===== config.mk =====
export PLATFORM = sky130hd
export DESIGN_NAME = router_mem_arbiter
export DESIGN_NICKNAME = d
export VERILOG_FILES = /design/src/rtl/router_mem_arbiter.sv
export SDC_FILE = /design/constraint.sdc
export NUM_CORES = 1
export LEC_CHECK = 0
export CAP_MARGIN = 20
export CORE_AREA = 2 2 141 143
export CTS_CLUSTER_DIAMETER = 200
export DETAILED_ROUTE_END_ITERATION = 7
export DIE_AREA = 0 0 143 145
export GPL_TIMING_DRIVEN = 1
export MAX_ROUTING_LAYER = met4
export PLACE_DENSITY_LB_ADDON = 0.08
export SYNTH_ARGS = -nofsm -noshare
export SYNTH_HDL_FRONTEND = slang
export SYNTH_SLANG_ARGS = --single-unit

===== constraint.sdc =====
create_clock -name clk -period 2.9 [get_ports clk]
set_input_delay 0.29 -clock clk [delete_from_list [all_inputs] [get_ports clk]]
set_output_delay 0.29 -clock clk [all_outputs]
set_load 0.05 [all_outputs]

===== src/rtl/router_mem_arbiter.sv =====
// Round-robin arbiter sharing the single-port packet buffer RAM between NUM_REQ requesters.
// A winner is granted for one cycle and then runs a BURST_LEN-beat read or write burst at
// consecutive, wrapping addresses. A drain cycle follows, then a done pulse, and priority
// rotates to the next requester.
// Optional build macro: ARB_FIXED_PRIORITY_EN pins the priority pointer at 0, so the
// lowest-index active requester always wins.
module router_mem_arbiter #(
  parameter int unsigned ADDR_WIDTH = 10,
  parameter int unsigned DATA_WIDTH = 64,
  parameter int unsigned NUM_REQ    = 2,
  parameter int unsigned BURST_LEN  = 19
) (
  input  logic                          clk,
  input  logic                          rst_n,
  input  logic [NUM_REQ-1:0]            i_req_rd,
  input  logic [NUM_REQ-1:0]            i_req_wr,
  input  logic [NUM_REQ*ADDR_WIDTH-1:0] i_req_addr,
  input  logic [NUM_REQ*DATA_WIDTH-1:0] i_req_wdata,
  output logic [NUM_REQ-1:0]            o_gnt_rd,
  output logic [NUM_REQ-1:0]            o_gnt_wr,
  output logic [NUM_REQ-1:0]            o_beat_ack,
  output logic [NUM_REQ-1:0]            o_rdata_valid,
  output logic [DATA_WIDTH-1:0]         o_rdata,
  output logic [NUM_REQ-1:0]            o_done,
  output logic                          o_mem_en,
  output logic                          o_mem_we,
  output logic [ADDR_WIDTH-1:0]         o_mem_addr,
  output logic [DATA_WIDTH-1:0]         o_mem_wdata,
  input  logic [DATA_WIDTH-1:0]         i_mem_rdata
);

  localparam int unsigned PtrW = (NUM_REQ > 1) ? $clog2(NUM_REQ) : 1;
  localparam int unsigned CntW = (BURST_LEN > 1) ? $clog2(BURST_LEN) : 1;
  localparam logic [CntW-1:0] LastBeat = CntW'(BURST_LEN - 1);

  typedef enum logic [2:0] {StIdle, StGrant, StBurst, StDrain, StDone} state_e;

  state_e                 r_state;
  state_e                 w_state_nxt;
  logic [PtrW-1:0]        r_owner;
  logic [PtrW-1:0]        r_ptr;
  logic                   r_op_wr;
  logic [CntW-1:0]        r_beat;
  logic                   r_mem_en;
  logic                   r_mem_we;
  logic [ADDR_WIDTH-1:0]  r_mem_addr;
  logic                   r_rd_pipe;
  logic                   r_rvalid;
  logic [DATA_WIDTH-1:0]  r_rdata;

  logic [NUM_REQ-1:0]     w_active;
  logic                   w_any;
  logic [PtrW-1:0]        w_winner;
  int unsigned            w_idx;
  logic [ADDR_WIDTH-1:0]  w_win_addr;
  logic                   w_win_wr;
  logic [NUM_REQ-1:0]     w_owner_oh;
  logic [DATA_WIDTH-1:0]  w_owner_wdata;

  assign w_active = i_req_rd | i_req_wr;

  // Pick the first active requester at or after the priority pointer, wrapping.
  always_comb begin
    w_any    = 1'b0;
    w_winner = '0;
    w_idx    = 0;
    for (int unsigned k = 0; k < NUM_REQ; k++) begin
      w_idx = (32'(r_ptr) + k) % NUM_REQ;
      for (int unsigned j = 0; j < NUM_REQ; j++) begin
        if (!w_any && (j == w_idx) && w_active[j]) begin
          w_any    = 1'b1;
          w_winner = PtrW'(j);
        end
      end
    end
  end

  // Select the winner's base address and op, and the current owner's one-hot and write data.
  always_comb begin
    w_win_addr    = '0;
    w_win_wr      = 1'b0;
    w_owner_oh    = '0;
    w_owner_wdata = '0;
    for (int unsigned i = 0; i < NUM_REQ; i++) begin
      if (w_winner == PtrW'(i)) begin
        w_win_addr = i_req_addr[i*ADDR_WIDTH +: ADDR_WIDTH];
        w_win_wr   = i_req_wr[i];  // write beats a simultaneous read from the same requester
      end
      if (r_owner == PtrW'(i)) begin
        w_owner_oh[i] = 1'b1;
        w_owner_wdata = i_req_wdata[i*DATA_WIDTH +: DATA_WIDTH];
      end
    end
  end

  // Next-state logic for the burst sequencer.
  always_comb begin
    w_state_nxt = r_state;
    unique case (r_state)
      StIdle:  if (w_any) w_state_nxt = StGrant;
      StGrant: w_state_nxt = StBurst;
      StBurst: if (r_beat == LastBeat) w_state_nxt = StDrain;
      StDrain: w_state_nxt = StDone;
      StDone:  w_state_nxt = StIdle;
      default: w_state_nxt = StIdle;
    endcase
  end

  // State register.
  always_ff @(posedge clk or negedge rst_n) begin
    if (!rst_n) begin
      r_state <= StIdle;
    end else begin
      r_state <= w_state_nxt;
    end
  end

  // Owner/op latch, beat counter and priority pointer.
  always_ff @(posedge clk or negedge rst_n) begin
    if (!rst_n) begin
      r_owner <= '0;
      r_op_wr <= 1'b0;
      r_beat  <= '0;
      r_ptr   <= '0;
    end else begin
      if (r_state == StIdle && w_any) begin
        r_owner <= w_winner;
        r_op_wr <= w_win_wr;
      end
      if (r_state == StBurst && r_beat != LastBeat) begin
        r_beat <= r_beat + 1'b1;
      end else begin
        r_beat <= '0;
      end
      if (r_state == StDone) begin
`ifdef ARB_FIXED_PRIORITY_EN
        r_ptr <= '0;
`else
        r_ptr <= (r_owner == PtrW'(NUM_REQ - 1)) ? '0 : r_owner + 1'b1;
`endif
      end
    end
  end

  // Registered RAM controls; the address is loaded with the base on arbitration and
  // advances once per beat, wrapping naturally at the address width.
  always_ff @(posedge clk or negedge rst_n) begin
    if (!rst_n) begin
      r_mem_en   <= 1'b0;
      r_mem_we   <= 1'b0;
      r_mem_addr <= '0;
    end else begin
      r_mem_en <= (w_state_nxt == StBurst);
      r_mem_we <= (w_state_nxt == StBurst) && r_op_wr;
      if (r_state == StIdle && w_any) begin
        r_mem_addr <= w_win_addr;
      end else if (r_state == StBurst) begin
        r_mem_addr <= r_mem_addr + 1'b1;
      end
    end
  end

  // Read return: RAM data arrives one cycle after a read beat and is registered once more.
  always_ff @(posedge clk or negedge rst_n) begin
    if (!rst_n) begin
      r_rd_pipe <= 1'b0;
      r_rvalid  <= 1'b0;
      r_rdata   <= '0;
    end else begin
      r_rd_pipe <= r_mem_en && !r_mem_we;
      r_rvalid  <= r_rd_pipe;
      if (r_rd_pipe) begin
        r_rdata <= i_mem_rdata;
      end
    end
  end

  assign o_gnt_rd      = (r_state == StGrant && !r_op_wr) ? w_owner_oh : '0;
  assign o_gnt_wr      = (r_state == StGrant &&  r_op_wr) ? w_owner_oh : '0;
  assign o_beat_ack    = (r_state == StBurst) ? w_owner_oh : '0;
  assign o_done        = (r_state == StDone)  ? w_owner_oh : '0;
  assign o_rdata_valid = r_rvalid ? w_owner_oh : '0;
  assign o_rdata       = r_rdata;
  assign o_mem_en      = r_mem_en;
  assign o_mem_we      = r_mem_we;
  assign o_mem_addr    = r_mem_addr;
  assign o_mem_wdata   = w_owner_wdata;

endmodule


* Word-level counts from Yosys, hierarchy flattened
Index checks and enable logic that the tools add are counted.
** Storage, ports and cells
- Output and inout port bits :: 150
- Register bits after elaboration :: 89
- Logic and storage cells :: 69
** Cells by class
- Eq/ne operators :: 7
- Reduce and logical (&&, ||, !) cells :: 22
- Multiplexer cells :: 24
- Add/subtract/negate cells :: 4
- Bitwise gates (word level) :: 1
** Operators by type and width (number)
- $logic_not A32 Y1 :: 2
- $mux W64 :: 1
- $mux W10 :: 3
- $logic_and A1 B1 Y1 :: 13
- $pmux W3 S4 :: 1
- $mux W1 :: 11
- $add A10 B1 Y10 const B :: 1
- $mux W2 :: 5
- $eq A3 B2 Y1 const B :: 3
- $mux W3 :: 2
- $add A5 B1 Y5 const B :: 1
- $eq A5 B5 Y1 const B :: 1
- $logic_not A1 Y1 :: 5
- $mux W5 :: 1
- $ne A5 B5 Y1 const B :: 1
- $eq A3 B1 Y1 const B :: 1
- $eq A3 B3 Y1 const B :: 1
- $logic_not A3 Y1 :: 1
- $add A1 B1 Y1 const B :: 2
- $or A2 B2 Y2 :: 1
- $reduce_bool A2 Y1 :: 1

* Logic depth before layout (Yosys ltp)
- Depth in word-level cells :: 19
- Mapped depth :: 6
- Mapped depth without buffers :: 6

* Worst setup path before layout
No wires, ideal clock.
- Path type :: reg-to-output
- Start :: register r_owner
- End :: output port o_gnt_rd[0]
- Setup slack :: 337 ps
- Arrival time :: 2273 ps
- Path buffers :: 2
- Stages on the path, launching flop included :: 4
- Required time :: 2610 ps
- Cells stage by stage :: dfrtp_1 > clkbuf_1 > clkbuf_1 > nor4_1
** Between the ends
- Longest elaborated chain between the ends :: 2
** Ends and longest elaborated chain
- start, declared :: line 40 : logic [PtrW-1:0] r_owner;
- start signal, assigned :: line 127 : r_owner <= w_winner;
- $mux W1 :: line 89 : if (r_owner == PtrW'(i)) begin
- $mux W2 :: line 178 : assign o_gnt_rd = (r_state == StGrant && !r_op_wr) ? w_owner_oh : '0;
- end, declared :: line 19 : output logic [NUM_REQ-1:0] o_gnt_rd,
No other way between the ends.

* Worst setup path in the final report
- Start :: register r_state[1]
- End :: output port o_gnt_wr[1]
** Between the ends
- Longest elaborated chain between the ends :: 3
** Ends and longest elaborated chain
- start, declared :: line 38 : state_e r_state;
- start signal, assigned :: line 112 : r_state <= StIdle;
- start signal, assigned :: line 114 : r_state <= w_state_nxt;
- $eq A3 B1 Y1 :: line 179 : assign o_gnt_wr = (r_state == StGrant && r_op_wr) ? w_owner_oh : '0;
- $logic_and A1 B1 Y1 :: line 179
- $mux W2 :: line 179
- end, declared :: line 20 : output logic [NUM_REQ-1:0] o_gnt_wr,
No other way between the ends.

==> reports/results.ini <==
[floorplanning]
die_w_um=143
die_h_um=145
io-pin-count=368
core.rowCount=51
die_area_um2=20740
coreArea_um2=19210
initial_core_util_pct=23.44

[timing]
tns_ns=0
fin_crit_ns=2.671
skew_ns=0.006122
worst_slew_margin_rel_pct=56.16
worst_slew_pin_slew_ns=0.6577
fmax_ghz=0.3744
hold_viol_final=0
setup_viol=0
worst_slack_ns=0.2292
rsz0062_at_grt=false
fin_hold_ws_ns=0.4297
finalCritPeriodShare_pct=92.10
maxSlewViolCount=0

[yosys]
synth_seq_cells=89
syn_avg_cell_area_um2=13.32
synth_top_family_by_area=multiplexers
synth_ff_type=dfrtp_1
synth_compound_area_share_pct=2.667
synthMuxAreaShare_pct=36.01
synth_edf_count=0
synthesis.area_um2=4503
yosysMostFrequentCell=mux2_2
yosys.area_share.simple_pct=6.141
yosys_warnings=0
synthXorXnorAreaFrac_pct=2.139
synth_top_area_share_pct=49.46
async_flop_share_pct=100.0
synth.distinct_cells=40
synthCells=338
synthAdderAreaFrac_pct=0.8336
syn-num-nets=559
synthTopCellsByArea=dfrtp_1 49%, mux2_2 32%, mux2i_1 4.0%
synth_top_area_cell=dfrtp_1
ys_top_cells_by_count=128 x mux2_2, 89 x dfrtp_1, 18 x mux2i_1, 18 x nor2_1, 9 x clkbuf_1
yosysSeqAreaShare_pct=49.46

[power_and_ir_drop]
irDropWorstVdd_mv=0.7031
pwr_density_cell_nw_per_um2=1218
swShare_pct=50.69
comb_power_share_pct=68.1
power_switching_mw=5.408
p_leak_nw=3.443
finalPower_mw=10.67
seqPwrFrac_pct=22.0
clkPwrFrac_pct=10.0
internal_power_mw=5.260

[critical_path]
slowest_stage=clkdlybuf4s50_1
worstSetupPathType=reg -> out
path_cells=nand2b_1 -> or3_1 -> nor2_1 -> clkdlybuf4s50_1
endpoint_kind=output pin
crit_path_max_fanout=8
reg2reg_depth=2
required_ns=2.61
cp-start-kind=register
cp_slowest_stage_delay_ns=0.82
arrival_ns=2.38

[placed_design]
place_hpwl_um=15500
portBuffers=367
placed_cell_area_um2=8474
finalWeightedCongestion=0.8558
dp_slack_ns=0.5827
dp.cells=957

[global_routing]
grt.overflow.total=0
first_global_vias=4458
grtUsageTotal_pct=17.86
antenna_found_initial=0
grt_max_degree=52
grt_pass1_wl_um=26940

[route]
top_layer=met4
dr_wl_met3_um=1656
drt-met1-wl_um=7028
finalWirelength_um=18700
vias=4148
drcViolationCount=0
wl_met2_um=9662
first_pass_iters=4
wire_per_inst_um=19.20
post_drt_via_cell_ratio=4.259
final_antenna_net_count=0
drt-initial-drc-count=104

[cells_and_area]
postLayoutCellArea_um2=8758
n_antenna_cell=0
area_growth_pct=94.50
drive_gt1_share_pct=22.71
final_util_pct=45.60
layout.nets=925
fin_cells=974

[cts]
numCtsBuffers=9
post_cts_buffers=0
clkTransAtPathRegs_ns=0.06
cts_max_level=3
clockBufferDepth=2
cts_resized=0
insertion_delay_ns=0.33
cts-root-buf=clkbuf_16
cts_tree=built
clock-sinks=89
postCtsHoldBufs=1

[hold_path]
worstHoldPathCells=1
hold_path_class=reg -> reg

[run]
cap_violations=0

[status]
outcome=finished clean

[worst max-delay path: cells and delay by family (launching register included)]
| family | cells | cell delay, ns |
|---|---|---|
| buffers and inverters | 1 | 0.82 |
| AND/OR/NAND/NOR | 3 | 0.75 |
| flip-flops | 1 | 0.49 |
[layout make-up]
type                            instances  area, um2
Clock buffer                           11      232.7
Multi-Input combinational cell        223       2152
Clock inverter                          5      41.29
Sequential cell                        89       2230
Inverter                                6      22.52
Tap cell                              265      331.6
Fill cell                            1781      10450
Timing Repair Buffer                  375       3749
[worst paths after layout]
kind                                  from             to  slack [ns]
worst max register to register   r_rd_pipe    o_rdata[22]        1.20
worst min-delay path              o_mem_we      r_rd_pipe        0.43
worst min register to register    o_mem_we      r_rd_pipe        0.43
worst max-delay path            r_state[1]    o_gnt_wr[1]        0.23
min in group asynchronous            rst_n  o_mem_addr[9]        0.46
max in group asynchronous            rst_n    o_rdata[50]        1.76
[power groups by stage]
stage	clock [mW]	sequential [mW]	combinational [mW]
after CTS	1.11	2.36	7.36
after global routing	1.17	2.44	7.55
after detailed placement	0	2.37	7.33
after floorplan	0	4.14	3.01
after global placement	0	2.33	7.30
final	1.06	2.35	7.26
[routing by layer]
layer  global-route usage [%]  vias up
met5                        -        -
li1                         -     1942
met1                    19.68     1981
met4                    5.198        0
met3                    4.323       17
met2                    31.70      208
[cells by family (layout without fill, tap and decap cells)]
logic type | count (synthesis) | after routing
compound gates | 14 | 14
simple gates | 49 | 49
mux | 146 | 146
flops | 89 | 89
xor+xnor | 11 | 11
buf+inv | 26 | 397
fa+ha+maj | 3 | 3
[flip-flops by register name, summed over array words and instances, names as in the netlist]
signal	count
r_ptr	1
o_mem_addr	10
r_op_wr	1
o_mem_en	1
o_mem_we	1
r_state	3
r_rvalid	1
r_rd_pipe	1
o_rdata	64
r_beat	5
r_owner	1
[cells in the final DEF (no fill, tap or decap), types with 2 or more instances in the layout]
cell and count:
xnor2_1 8, nor2b_1 2, and2_1 2, mux2i_1 18, ha_1 3, nand2_1 6, clkinv_4 2, buf_4 10
clkbuf_16 9, clkdlybuf4s50_1 362, nand4_1 3, buf_12 2, a21oi_1 4, inv_1 6, mux2_2 128, nand3_1 2
xor2_1 3, clkbuf_1 2, nand2b_1 2, dfrtp_1 87, nor4_1 4, dfrtp_2 2, nor2_1 18, clkinvlp_4 2
No activity file was read; power rests on OpenSTA's default activity.
